===== src/rtl/ccip_intr_pkg.sv =====
// ---------------------------------------------------------------------------
// ccip_intr_pkg
// Shared types for the CCI-P interrupt request engine.
//  - Minimal CCI-P c1 channel types (Tx request header, Rx response header,
//    request/response type enums) laid out as 80-bit / 28-bit headers.
//  - Interrupt-id vector type and the number of interrupt ids.
//  - build_intr_hdr(): builds an eREQ_INTR header and presents it in the
//    generic memory-request header shape carried on the c1 Tx channel.
// ---------------------------------------------------------------------------
package ccip_intr_pkg;

    localparam int NUM_INTR_IDS  = 4;
    localparam int CCIP_CLDATA_W = 512;

    typedef logic [NUM_INTR_IDS-1:0] t_intr_vec;
    typedef logic [1:0]              t_ccip_intrVecId;

    typedef enum logic [3:0] {
        eREQ_WRLINE_I = 4'h0,
        eREQ_WRLINE_M = 4'h1,
        eREQ_WRPUSH_I = 4'h2,
        eREQ_WRFENCE  = 4'h4,
        eREQ_INTR     = 4'h6
    } t_ccip_c1_req;

    typedef enum logic [3:0] {
        eRSP_WRLINE  = 4'h0,
        eRSP_WRFENCE = 4'h4,
        eRSP_INTR    = 4'h6
    } t_ccip_c1_rsp;

    // Generic c1 Tx request header (80 bits).
    typedef struct packed {
        logic [5:0]   rsvd2;
        logic [1:0]   vc_sel;
        logic         sop;
        logic         rsvd1;
        logic [1:0]   cl_len;
        t_ccip_c1_req req_type;
        logic [5:0]   rsvd0;
        logic [41:0]  address;
        logic [15:0]  mdata;
    } t_ccip_c1_ReqMemHdr;

    // Interrupt view of the same 80 bits; req_type lines up with the
    // memory-header req_type so either view decodes the packet type.
    typedef struct packed {
        logic [11:0]     rsvd1;
        t_ccip_c1_req    req_type;
        logic [61:0]     rsvd0;
        t_ccip_intrVecId id;
    } t_ccip_c1_ReqIntrHdr;

    // Generic c1 Rx response header (28 bits).
    typedef struct packed {
        logic [1:0]   vc_used;
        logic         rsvd1;
        logic         hit_miss;
        logic         format;
        logic         rsvd0;
        logic [1:0]   cl_num;
        t_ccip_c1_rsp resp_type;
        logic [15:0]  mdata;
    } t_ccip_c1_RspMemHdr;

    // Interrupt response view of the same 28 bits.
    typedef struct packed {
        logic [7:0]      rsvd1;
        t_ccip_c1_rsp    resp_type;
        logic [13:0]     rsvd0;
        t_ccip_intrVecId id;
    } t_ccip_c1_RspIntrHdr;

    typedef struct packed {
        t_ccip_c1_ReqMemHdr       hdr;
        logic [CCIP_CLDATA_W-1:0] data;
        logic                     valid;
    } t_if_ccip_c1_Tx;

    typedef struct packed {
        t_ccip_c1_RspMemHdr hdr;
        logic               rspValid;
    } t_if_ccip_c1_Rx;

    function automatic t_ccip_c1_ReqMemHdr build_intr_hdr(input t_ccip_intrVecId id);
        t_ccip_c1_ReqIntrHdr h;
        h          = '0;
        h.req_type = eREQ_INTR;
        h.id       = id;
        return t_ccip_c1_ReqMemHdr'(h);
    endfunction

endpackage


===== src/rtl/ccip_intr_rr_arbiter.sv =====
// ---------------------------------------------------------------------------
// rr_arbiter
// Round-robin arbiter with an internal pointer register.
//  clk        in   clock
//  rst        in   asynchronous active-high reset (pointer returns to 0)
//  req        in   N request lines
//  advance    in   the current grant is being consumed; move the pointer
//  grant      out  one-hot grant (combinational)
//  grant_idx  out  index of the granted line (combinational)
//  any        out  at least one request is present
// The winner is the first requesting line at or after the pointer; when the
// grant is consumed the pointer moves to the line just past the winner.
// ---------------------------------------------------------------------------
module rr_arbiter #(
    parameter  int N     = 4,
    localparam int IDX_W = (N > 1) ? $clog2(N) : 1
) (
    input  logic             clk,
    input  logic             rst,
    input  logic [N-1:0]     req,
    input  logic             advance,
    output logic [N-1:0]     grant,
    output logic [IDX_W-1:0] grant_idx,
    output logic             any
);

    logic [IDX_W-1:0] ptr;
    int               cand;

    // Scan forward from the pointer, wrapping, and keep the first hit.
    always_comb begin
        grant     = '0;
        grant_idx = '0;
        any       = 1'b0;
        cand      = 0;
        for (int off = 0; off < N; off++) begin
            cand = (int'(ptr) + off) % N;
            if (!any && req[IDX_W'(cand)]) begin
                any                   = 1'b1;
                grant_idx             = IDX_W'(cand);
                grant[IDX_W'(cand)]   = 1'b1;
            end
        end
    end

    always_ff @(posedge clk or posedge rst) begin
        if (rst) begin
            ptr <= '0;
        end else if (advance && any) begin
            ptr <= (grant_idx == IDX_W'(N - 1)) ? '0 : grant_idx + IDX_W'(1);
        end
    end

endmodule


===== src/rtl/ccip_intr_arb.sv =====
// ---------------------------------------------------------------------------
// ccip_intr_arb
// Interrupt request engine sitting directly upstream of af2cp_sTxPort.c1.
//  Clk_400        in   clock
//  SoftReset      in   asynchronous active-high reset
//  intr_req       in   one-cycle request pulse per interrupt id
//  usr_c1Tx       in   user c1 write traffic (user already obeys almost-full)
//  c1TxAlmFull    in   c1 Tx almost-full from the FIU
//  cp2af_c1Rx     in   c1 response channel from the FIU
//  af2cp_c1Tx     out  merged c1 Tx to the FIU, registered
//  intr_pending   out  ids requested but not yet issued
//  intr_inflight  out  ids issued whose response has not returned
//  num_issued     out  interrupt packets sent (wraps)
//  num_coalesced  out  requests merged into an already-pending id (wraps)
//  err_unexp_rsp  out  sticky: interrupt response for an id not in flight
// User traffic always wins the slot; interrupts fill idle slots only when
// the FIU is not almost-full, one outstanding interrupt per id.
// ---------------------------------------------------------------------------
module ccip_intr_arb
    import ccip_intr_pkg::*;
#(
    parameter int NUM_IDS = NUM_INTR_IDS,
    parameter int CNT_W   = 32
) (
    input  logic               Clk_400,
    input  logic               SoftReset,
    input  logic [NUM_IDS-1:0] intr_req,
    input  t_if_ccip_c1_Tx     usr_c1Tx,
    input  logic               c1TxAlmFull,
    input  t_if_ccip_c1_Rx     cp2af_c1Rx,
    output t_if_ccip_c1_Tx     af2cp_c1Tx,
    output logic [NUM_IDS-1:0] intr_pending,
    output logic [NUM_IDS-1:0] intr_inflight,
    output logic [CNT_W-1:0]   num_issued,
    output logic [CNT_W-1:0]   num_coalesced,
    output logic               err_unexp_rsp
);

    localparam int IDX_W = (NUM_IDS > 1) ? $clog2(NUM_IDS) : 1;

    logic [NUM_IDS-1:0]  eligible;
    logic [NUM_IDS-1:0]  arb_grant;
    logic [IDX_W-1:0]    winner;
    logic                arb_any;
    logic                grant;
    logic [NUM_IDS-1:0]  grant_mask;

    t_ccip_c1_RspIntrHdr rsp_hdr;
    logic                rsp_is_intr;
    logic [NUM_IDS-1:0]  rsp_vec;
    logic                unused_rsp_bits;

    logic [NUM_IDS-1:0]  pending_next;
    logic [NUM_IDS-1:0]  inflight_next;
    logic [NUM_IDS-1:0]  coalesce_vec;
    logic [CNT_W-1:0]    coalesce_cnt;
    logic                err_next;

    // Eligibility uses the registered inflight bits, so an id whose response
    // arrives this cycle is only considered on the following cycle.
    assign eligible = intr_pending & ~intr_inflight;
    assign grant    = !usr_c1Tx.valid && !c1TxAlmFull && arb_any;

    rr_arbiter #(
        .N (NUM_IDS)
    ) u_rr (
        .clk       (Clk_400),
        .rst       (SoftReset),
        .req       (eligible),
        .advance   (grant),
        .grant     (arb_grant),
        .grant_idx (winner),
        .any       (arb_any)
    );

    assign rsp_hdr         = t_ccip_c1_RspIntrHdr'(cp2af_c1Rx.hdr);
    assign rsp_is_intr     = cp2af_c1Rx.rspValid && (rsp_hdr.resp_type == eRSP_INTR);
    assign unused_rsp_bits = ^{rsp_hdr.rsvd1, rsp_hdr.rsvd0};

    // Per-id state update. A request that lands on the id being granted
    // re-arms pending without counting as a coalesce; a response only clears
    // an id that is genuinely in flight, otherwise it flags an error.
    always_comb begin
        grant_mask    = grant ? arb_grant : '0;
        rsp_vec       = '0;
        if (rsp_is_intr) begin
            rsp_vec[rsp_hdr.id] = 1'b1;
        end
        coalesce_vec  = intr_req & intr_pending & ~grant_mask;
        pending_next  = (intr_pending & ~grant_mask) | intr_req;
        inflight_next = (intr_inflight & ~(rsp_vec & intr_inflight)) | grant_mask;
        err_next      = err_unexp_rsp | (|(rsp_vec & ~intr_inflight));
        coalesce_cnt  = '0;
        for (int i = 0; i < NUM_IDS; i++) begin
            coalesce_cnt = coalesce_cnt + CNT_W'(coalesce_vec[i]);
        end
    end

    always_ff @(posedge Clk_400 or posedge SoftReset) begin
        if (SoftReset) begin
            intr_pending  <= '0;
            intr_inflight <= '0;
            num_issued    <= '0;
            num_coalesced <= '0;
            err_unexp_rsp <= 1'b0;
        end else begin
            intr_pending  <= pending_next;
            intr_inflight <= inflight_next;
            err_unexp_rsp <= err_next;
            num_coalesced <= num_coalesced + coalesce_cnt;
            if (grant) begin
                num_issued <= num_issued + CNT_W'(1);
            end
        end
    end

    // Registered output mux: user traffic, else interrupt, else an all-zero
    // idle slot so stale user hdr/data never leak onto the FIU bus.
    always_ff @(posedge Clk_400 or posedge SoftReset) begin
        if (SoftReset) begin
            af2cp_c1Tx <= '0;
        end else if (usr_c1Tx.valid) begin
            af2cp_c1Tx <= usr_c1Tx;
        end else if (grant) begin
            af2cp_c1Tx.hdr   <= build_intr_hdr(t_ccip_intrVecId'(winner));
            af2cp_c1Tx.data  <= '0;
            af2cp_c1Tx.valid <= 1'b1;
        end else begin
            af2cp_c1Tx <= '0;
        end
    end

endmodule


===== config.mk =====
export PLATFORM = sky130hd
export DESIGN_NAME = ccip_intr_arb
export DESIGN_NICKNAME = d
export VERILOG_FILES = /design/src/rtl/ccip_intr_pkg.sv /design/src/rtl/ccip_intr_rr_arbiter.sv /design/src/rtl/ccip_intr_arb.sv
export SDC_FILE = /design/constraint.sdc
export NUM_CORES = 1
export LEC_CHECK = 0
export ABC_AREA = 1
export CAP_MARGIN = 10
export CORE_AREA = 2 2 504 506
export CTS_CLUSTER_SIZE = 16
export DETAILED_ROUTE_END_ITERATION = 8
export DIE_AREA = 0 0 506 508
export PLACE_DENSITY = 0.31
export SYNTH_ARGS = -nofsm -noshare
export SYNTH_HDL_FRONTEND = slang
export SYNTH_SLANG_ARGS = --single-unit
export TNS_END_PERCENT = 30

===== constraint.sdc =====
create_clock -name Clk_400 -period 60.1 [get_ports Clk_400]
set_input_delay 12.02 -clock Clk_400 [delete_from_list [all_inputs] [get_ports Clk_400]]
set_output_delay 12.02 -clock Clk_400 [all_outputs]
set_load 0.05 [all_outputs]

* Word-level counts from Yosys, hierarchy flattened
Cells that the tools add are included.
** Cells by class
- $add $sub $neg :: 9
- $lt $le $gt $ge :: 10
- Eq/ne operators :: 2
- Muxes and demuxes :: 39
- Bitwise logic cells :: 16
- Reductions and logical operators :: 18
** Operators by type and width (count)
- 2-to-1 mux 593 bit :: 1
- 2-to-1 mux 580 bit :: 1
- adder 32 x 1 -> 32 bit, second input constant :: 1
- adder 32 x 4 -> 32 bit :: 1
- bitwise AND 4 bit :: 7
- 2-to-1 mux 4 bit :: 6
- OR 4 bit :: 5
- 2-to-1 mux 1 bit :: 17
- less-than comparator 2 x 4 -> 1 bit, second input constant :: 4
- logical AND 1 bit :: 12
- NOT 4 bit :: 3
- demux 1 bit (select 2 bit) :: 5
- >= comparator 2 x 1 -> 1 bit, second input constant :: 5
- 2-to-1 mux 2 bit :: 5
- binary-select mux 1 bit (select 2 bit) :: 4
- logical NOT 1 bit :: 5
- adder 2 x 1 -> 2 bit, second input constant :: 2
- adder 2 bit, second input constant :: 2
- adder 3 x 1 -> 4 bit :: 1
- == test 4 x 3 -> 1 bit, second input constant :: 1
- OR reduction 4 bit :: 1
- adder 2 x 1 -> 3 bit :: 1
- less-than comparator 2 x 3 -> 1 bit, second input constant :: 1
- adder 1 x 1 -> 2 bit :: 1
- other kinds (2) :: 2
** Storage, ports and cells
- Register bits after elaboration :: 668
- Bits of input ports :: 629
- Output and inout port bits :: 666
- Word-level logic and storage cells :: 111

* Longest topological paths before layout
Gate-level depths: netlist of run 1.
- Depth in word-level cells :: 23
- Depth in mapped cells :: 27
- Depth with buffers taken out :: 25

* Hierarchy
A second synthesis of run 1 with hierarchy kept.
** Unflattened totals
- Cell total of the unflattened synthesis :: 2460
- Area total of the unflattened synthesis :: 24412.2 um^2
** By module, submodules not included
- ccip_intr_arb :: instances 1, cells an instance 2358, area an instance 23702.7 um^2, seq. area each 16666.0 um^2
- rr_arbiter :: instances 1, cells an instance 102, area an instance 709.4 um^2, seq. area each 50.0 um^2

* Worst setup path before layout of run 1
Ideal clock, no wire load.
- Path type :: input to register
- From :: in usr_c1Tx[0] (netlist bit)
- To :: reg num_coalesced[30]
- Library setup time :: 82 ps
- Data arrival time :: 15068 ps
- Data required time :: 60018 ps
- Path slack :: 44950 ps
- Stages :: 20
- Buffers on the path :: 2
- Cell sequence :: clkbuf_1 nor2_1 nand2_4 inv_2 buf_6 nand2_1 nand3_1 fa_1 fa_1 inv_1 fa_1 nand3_2 nor2_4 nand2_2 nor2_4 nand4_4 nor2_4 nand2_2 nor3_2 xor2_1
** On the way
- Cells in the longest elaborated chain, start to end :: 10
** Ends and longest elaborated chain
- start, declared :: RTL line ccip_intr_arb.sv:28 : input t_if_ccip_c1_Tx usr_c1Tx,
- logical NOT 1 bit (*) :: RTL line ccip_intr_arb.sv:62 : assign grant = !usr_c1Tx.valid && !c1TxAlmFull && arb_any;
- logical AND 1 bit (*) (2 in series) :: RTL line ccip_intr_arb.sv:62
- 2-to-1 mux 4 bit (*) :: RTL line ccip_intr_arb.sv:84 : grant_mask = grant ? arb_grant : '0;
- NOT 4 bit (*) :: RTL line ccip_intr_arb.sv:89 : coalesce_vec = intr_req & intr_pending & ~grant_mask;
- bitwise AND 4 bit (*) :: RTL line ccip_intr_arb.sv:89
- adder 1 x 1 -> 2 bit :: RTL line ccip_intr_arb.sv:95 : coalesce_cnt = coalesce_cnt + CNT_W'(coalesce_vec[i]);
- adder 2 x 1 -> 3 bit :: RTL line ccip_intr_arb.sv:95
- adder 3 x 1 -> 4 bit (*) :: RTL line ccip_intr_arb.sv:95
- adder 32 x 4 -> 32 bit (*) :: RTL line ccip_intr_arb.sv:110 : num_coalesced <= num_coalesced + coalesce_cnt;
- end signal, assigned :: RTL line ccip_intr_arb.sv:110
- end, declared :: RTL line ccip_intr_arb.sv:35 : output logic [CNT_W-1:0] num_coalesced,
Every way passes the cells marked *; elsewhere a longest branch is shown, timed or not.
A chain may end at the register's enable or synchronous reset.

* Worst setup path in the final report of run 1
- From :: in c1TxAlmFull
- To :: reg num_coalesced[26]
** On the way
- Cells in the longest elaborated chain, start to end :: 10
** Ends and longest elaborated chain
- start, declared :: RTL line ccip_intr_arb.sv:29 : input logic c1TxAlmFull,
- logical NOT 1 bit (*) :: RTL line ccip_intr_arb.sv:62
- logical AND 1 bit (*) (2 in series) :: RTL line ccip_intr_arb.sv:62
- 2-to-1 mux 4 bit (*) :: RTL line ccip_intr_arb.sv:84
- NOT 4 bit (*) :: RTL line ccip_intr_arb.sv:89
- bitwise AND 4 bit (*) :: RTL line ccip_intr_arb.sv:89
- adder 1 x 1 -> 2 bit :: RTL line ccip_intr_arb.sv:95
- adder 2 x 1 -> 3 bit :: RTL line ccip_intr_arb.sv:95
- adder 3 x 1 -> 4 bit (*) :: RTL line ccip_intr_arb.sv:95
- adder 32 x 4 -> 32 bit (*) :: RTL line ccip_intr_arb.sv:110
Marks and branches as above.

==> results of run 1 <==
Yosys cell counts (2+ instances only):
cell type / instances
dfrtp_1: 668
clkbuf_1: 66
nand2_4: 2
ha_1: 10
buf_2: 3
nand4_2: 2
fa_1: 3
nand3_1: 39
inv_2: 2
nor2_1: 42
inv_1: 650
nor3_1: 18
o21ai_0: 7
xnor2_1: 22
nand3_2: 7
buf_6: 2
nand3b_1: 2
nand4_1: 18
nand2_1: 716
nand2_2: 7
nand3b_4: 2
nor3_4: 2
nor2_2: 4
xor2_1: 35
nor3_2: 2
a21oi_1: 3
nor2_4: 8
nor4_1: 6
a21o_1: 3
o21ai_1: 4
stage by stage:
step / hold WS [ps] / total power, mW / setup slack (ps) / util [%] / instance area (sq um)
finish: 472 / 1.42 / 44310 / 17.5 / 44100
global route: 497 / 1.49 / 43820 / 17.5 / 44100
CTS: 474 / 1.46 / 43990 / 17.5 / 44100
detailed placement: 464 / 0.835 / 43120 / 16.2 / 40800
global placement: 459 / 0.836 / 43120 / 16.2 / 40800
floorplan: 692 / 0.678 / 29360 / - / 24000
power breakdown:
part / total (mW) / internal [mW] / switching [mW] / leakage (nW)
combinational: 0.321 / 0.108 / 0.213 / 12.2
clock: 0.598 / 0.353 / 0.245 / 1.59
sequential: 0.498 / 0.479 / 0.0192 / 8.59
kinds of logic after synthesis:
logic type / synth area share (%)
AOI/OAI and AO/OA: 0.412
xor gates and xnor gates: 2.15
adders and majority gates: 0.772
buffers and inverters: 11.5
DFF: 69.7
and+or+nand+nor: 15.5
flip-flops by register name, indices dropped and copies added, names as in the netlist, named ones only:
register and flops:
af2cp_c1Tx 593, err_unexp_rsp 1, num_issued 32, intr_pending 4, u_rr.ptr 1, intr_inflight 4, num_coalesced 32
critical path, stage by stage:
cell and delay, ps:
clkdlybuf4s50_1 400, nor2_1 180, nand2_4 270, inv_2 460, nand2_1 220, nand3_1 150, fa_1 450, fa_1 430
inv_1 100, fa_1 220, nand3_2 140, nor2_4 140, nand3_1 360, nor2_1 380, nand3_1 190, nor2_1 150
xor2_1 150
metal layers:
| layer | wire length (microns) | track usage [%] |
|---|---|---|
| met2 | 72500 | 19.2 |
| met1 | 56400 | 12.3 |
| met5 | 513 | 0 |
| met4 | 4180 | 3.11 |
| met3 | 22500 | 7.89 |
worst paths after layout:
path,start,endpoint,slack [ps],depth (start not counted)
hold reg to reg,num_coalesced[31]$_DFF_PP0_,num_coalesced[31]$_DFF_PP0_,470,1
min in group asynchronous,SoftReset,af2cp_c1Tx[298]$_DFF_PP0_,11800,2
setup reg to reg,u_rr.ptr[1]$_DFFE_PP0P_,num_coalesced[26]$_DFF_PP0_,54370,23
max in group asynchronous,SoftReset,af2cp_c1Tx[543]$_DFF_PP0_,44900,6
setup / recovery,c1TxAlmFull,num_coalesced[26]$_DFF_PP0_,44310,17
hold / removal,num_coalesced[31]$_DFF_PP0_,num_coalesced[31]$_DFF_PP0_,470,1
area by class of cell:
cell class / count / area [sq um] / area share (%)
multi-input combinational: 969 / 4510 / 10.2
tap: 3366 / 4210 / 9.54
inverter: 653 / 2460 / 5.58
clock inverter: 36 / 538 / 1.22
sequential: 668 / 16700 / 37.9
antenna: 23 / 57.6 / 0.130
clock buffer: 138 / 2740 / 6.20
timing repair buffer: 1290 / 12900 / 29.2
==> impl_metrics.ini, run 1 <==
[floorplanning]
coreArea_sq_um = 252000
row_count = 185
start_util_pct = 9.50
fp.dieH_microns = 508
dieArea_sq_um = 257000
die_w_microns = 506
ioPinCount = 1295

[clocking]
cts_inserted_buffers = 95
cts-root-buf = clkbuf_16
cts_hold_buffers = 0
postCtsSetupBuffers = 0
cts_buffer_depth = 3
cts_max_level = 3
cts_resized = 0
cts_tree = done
clk_latency_ps = 740
clk_pin_slew_ps = 60
cts.sinks = 668

[synth]
synth-async-reset-ratio_pct = 100
syn_avg_cell_area_sq_um = 10.1
synth_cell_types = 37
synth.top_cell.area_share_pct = 69.7
synth_seq_cells = 668
synth-warning-count = 0
synthCells = 2362
ys.flop_type = dfrtp_1
synth_edf_count = 0
synth_area_sq_um = 24000
synth_area_leaders = dfrtp_1 70%, nand2_1 11%, inv_1 10%
post-synth-top-area-cell = dfrtp_1
synth_nets = 3004
yosysSeqAreaShare_pct = 69.7

[place]
gp_congestion = 0.848
dp_hpwl_microns = 128000
placed_cells = 6946
numPortBuffers = 1272

[timing]
hold_viol_final = 0
period_share_pct = 26.3
post-route-min-period_ps = 15790
fmax_mhz = 63.3
drv_slew = 0
setup_viol = 0
relSlewSlack_pct = 34.7
clock_skew_ps = 19.7
rsz0062_at_grt = no
final.setup.tns_ps = 0
worst_pin_slew_ps = 979

[global_route]
grt_pass1_vias = 22108
grt_usage_pct = 11.8
antenna_found_initial = 133
grt_max_degree = 138
grt_pass1_wl_microns = 205000
gr-total-overflow = 0

[final_layout]
nNetsFinal = 4319
layout_commonest_cell = clkdlybuf4s50_1
most-common-layout-cells = 1,271 x clkdlybuf4s50_1, 716 x nand2_1, 668 x dfrtp_1
finalNonFillerCells = 7143
drive_gt1_share_pct = 5.67
fillers = 28268
synthToLayoutAreaGrowth_pct = 84.1

[drt]
wl_per_cell_microns = 21.8
first_pass_iters = 5
drt_first_iter_violations = 882
ant_nets = 0
vias = 20639
drc = 0
routed_wl_microns = 156000
detail_route.vias_per_cell = 2.89

[critical_path]
cp.required_ps = 60760
critical_path_class = in -> reg
path_max_fanout = 28
worst_setup_path_start_kind = input port
critical_path.endpoint_type = flop
arrival_ps = 16450

[power_and_ir_drop]
leakage_nw = 22.3
ir_drop_v = 0.0000220
p_per_area_nw_per_um2 = 32.1

[worst_hold_path]
hold_class = reg -> reg

[run]
maxCapViolCount = 0

[run_status]
outcome = completed
Power figures use the tool's default switching activity.
==> run 2, diff against run 1 <==
Settings changed: CORE_AREA 2 2 504 506 to 2 2 505 507, DIE_AREA 0 0 506 508 to 0 0 507 509, PLACE_DENSITY 0.31 to 0.32.
Clock period 60.1 ns to 13.63 ns, I/O delays scaled along.
==> impl_metrics.ini, run 2 (synthesized netlist as in run 1, its figures left out) <==
[place]
dp_hpwl_microns = 132000
placed_cells = 6949
pre_cts_slack_ps = 5940
numPortBuffers = 1272
gp_congestion = 0.813
place_area_sq_um = 40800

[timing]
post-route-min-period_ps = 6480
worst_pin_slew_ps = 979
relSlewSlack_pct = 34.7
drv_slew = 0
hold-worst-slack_ps = 477
period_share_pct = 47.5
fmax_mhz = 154
final.setup.tns_ps = 0
setup_viol = 0
clock_skew_ps = 60.1
rsz0062_at_grt = no
fin_ws_ps = 7150
hold_viol_final = 0

[global_route]
grt_pass1_vias = 22488
grt_usage_pct = 12.0
use_met3_pct = 8.01
top_usage_layer = met2
gr-total-overflow = 0
antenna_found_initial = 137
met1_usage_pct = 12.3
grt_pass1_wl_microns = 209000
grt_max_degree = 136
grt_use_met2_pct = 20.0

[drt]
first_pass_iters = 5
ant_nets = 0
drc = 0
detail_route.vias_per_cell = 2.88
drt_first_iter_violations = 891
wl_per_cell_microns = 22.3
vias = 20625
routed_wl_microns = 159000

[critical_path]
critical_path_class = in -> reg
critical_path.endpoint_type = flop
path_max_fanout = 28
crit_chain = clkdlybuf4s50_1 -> nor2_1 -> nand2_4 -> inv_2 -> nand2_1 -> nand3_1 -> fa_1 -> fa_1 -> inv_1 -> fa_1 -> nand3_2 -> nor2_4 -> nand3_1 -> nor2_1 -> nand3_1 -> nor2_1 -> xor2_1
worst_setup_path_start_kind = input port
cp.required_ps = 14310
arrival_ps = 7150
startpoint = c1TxAlmFull
reg2reg_from = u_rr.ptr[1]$_DFFE_PP0P_
cp_top_family = simple AND/OR/NAND/NOR gates
crit_path_top_delay_cell = nor2_1
crit_buf_inv = 3
critPathMaxStageDelay_ps = 550

[clocking]
cts_inserted_buffers = 96
clk_latency_ps = 750
cts-root-buf = clkbuf_16
cts_buffer_depth = 3
cts_resized = 0
clk_pin_slew_ps = 60
cts_tree = done
cts_max_level = 3
postCtsSetupBuffers = 0
cts_hold_buffers = 0
cts.sinks = 668

[floorplanning]
start_util_pct = 9.48
ioPinCount = 1295
row_count = 185
die_w_microns = 507
coreArea_sq_um = 253000
fp.dieH_microns = 509
dieArea_sq_um = 258000

[worst_hold_path]
hp-start = num_coalesced[31]$_DFF_PP0_
hold_class = reg -> reg

[final_layout]
stdcell_area_sq_um = 44200
nNetsFinal = 4323
most-common-layout-cells = 1,271 x clkdlybuf4s50_1, 716 x nand2_1, 668 x dfrtp_1
drive_gt1_share_pct = 5.72
largest_reg_flops = 593
finalNonFillerCells = 7151
fillers = 28302
largest_register = af2cp_c1Tx
layout_commonest_cell = clkdlybuf4s50_1
synthToLayoutAreaGrowth_pct = 84.4
reg_top3 = af2cp_c1Tx: 593 flops, num_coalesced: 32 flops, num_issued: 32 flops

[power_and_ir_drop]
internal_power_mw = 4.15
leakage_nw = 22.4
switching_share_pct = 33.6
pwr-share-comb_pct = 22.5
switchingPower_mw = 2.10
ir_drop_v = 0.0000964
p_per_area_nw_per_um2 = 141
p_seq_share_pct = 35.2
p_clk_share_pct = 42.3

[run]
maxCapViolCount = 0

[run_status]
outcome = completed
==> run 2: cell types whose count changed in the layout (fill, tap and decap cells not counted), moves of 2 or more <==
cell / change
diode_2: +5
buf_4: +3
clkbuf_8: -2
clkinv_4: +2
==> run 2: power groups by stage <==
stage / clock [mW] / sequential, mW / combinational [mW]
final: 2.65 / 2.20 / 1.41
after global placement: 0 / 2.23 / 1.44
after detailed placement: 0 / 2.23 / 1.44
after floorplan: 0 / 2.65 / 0.336
after global routing: 2.85 / 2.21 / 1.51
after CTS: 2.78 / 2.20 / 1.44
==> run 2: area by class of cell <==
cell class	instances	area, sq um	area share [%]
flip-flops and latches	668	16700	37.8
repair buffers	1293	12900	29.3
multi-input cells	969	4510	10.2
well taps	3366	4210	9.53
clock buffers	138	2740	6.20
inverters	653	2460	5.56
clock inverters	36	556	1.26
diodes	28	70.1	0.159
==> run 2: metal layers <==
metal	up-vias	wire length [microns]
met5	-	512
met4	78	4110
met3	316	23100
met2	1077	75100
met1	9822	56500
li1	9332	-
==> run 2: worst paths after layout <==
check | to | slack, ps | depth (start not counted)
hold reg to reg | num_coalesced[31]$_DFF_PP0_ | 480 | 1
hold / removal | num_coalesced[31]$_DFF_PP0_ | 480 | 1
setup reg to reg | num_coalesced[26]$_DFF_PP0_ | 7970 | 23
max in group asynchronous | af2cp_c1Tx[104]$_DFF_PP0_ | 8420 | 5
min in group asynchronous | af2cp_c1Tx[320]$_DFF_PP0_ | 2320 | 2
setup / recovery | num_coalesced[26]$_DFF_PP0_ | 7150 | 17
==> run 2: metrics by stage <==
step / total power [mW] / util, %
3_3_place_gp: 3.68 / 16.2
4_1_cts: 6.43 / 17.5
2_1_floorplan: 2.99 / -
5_1_grt: 6.58 / 17.5
6_report: 6.25 / 17.5
3_5_place_dp: 3.67 / 16.2
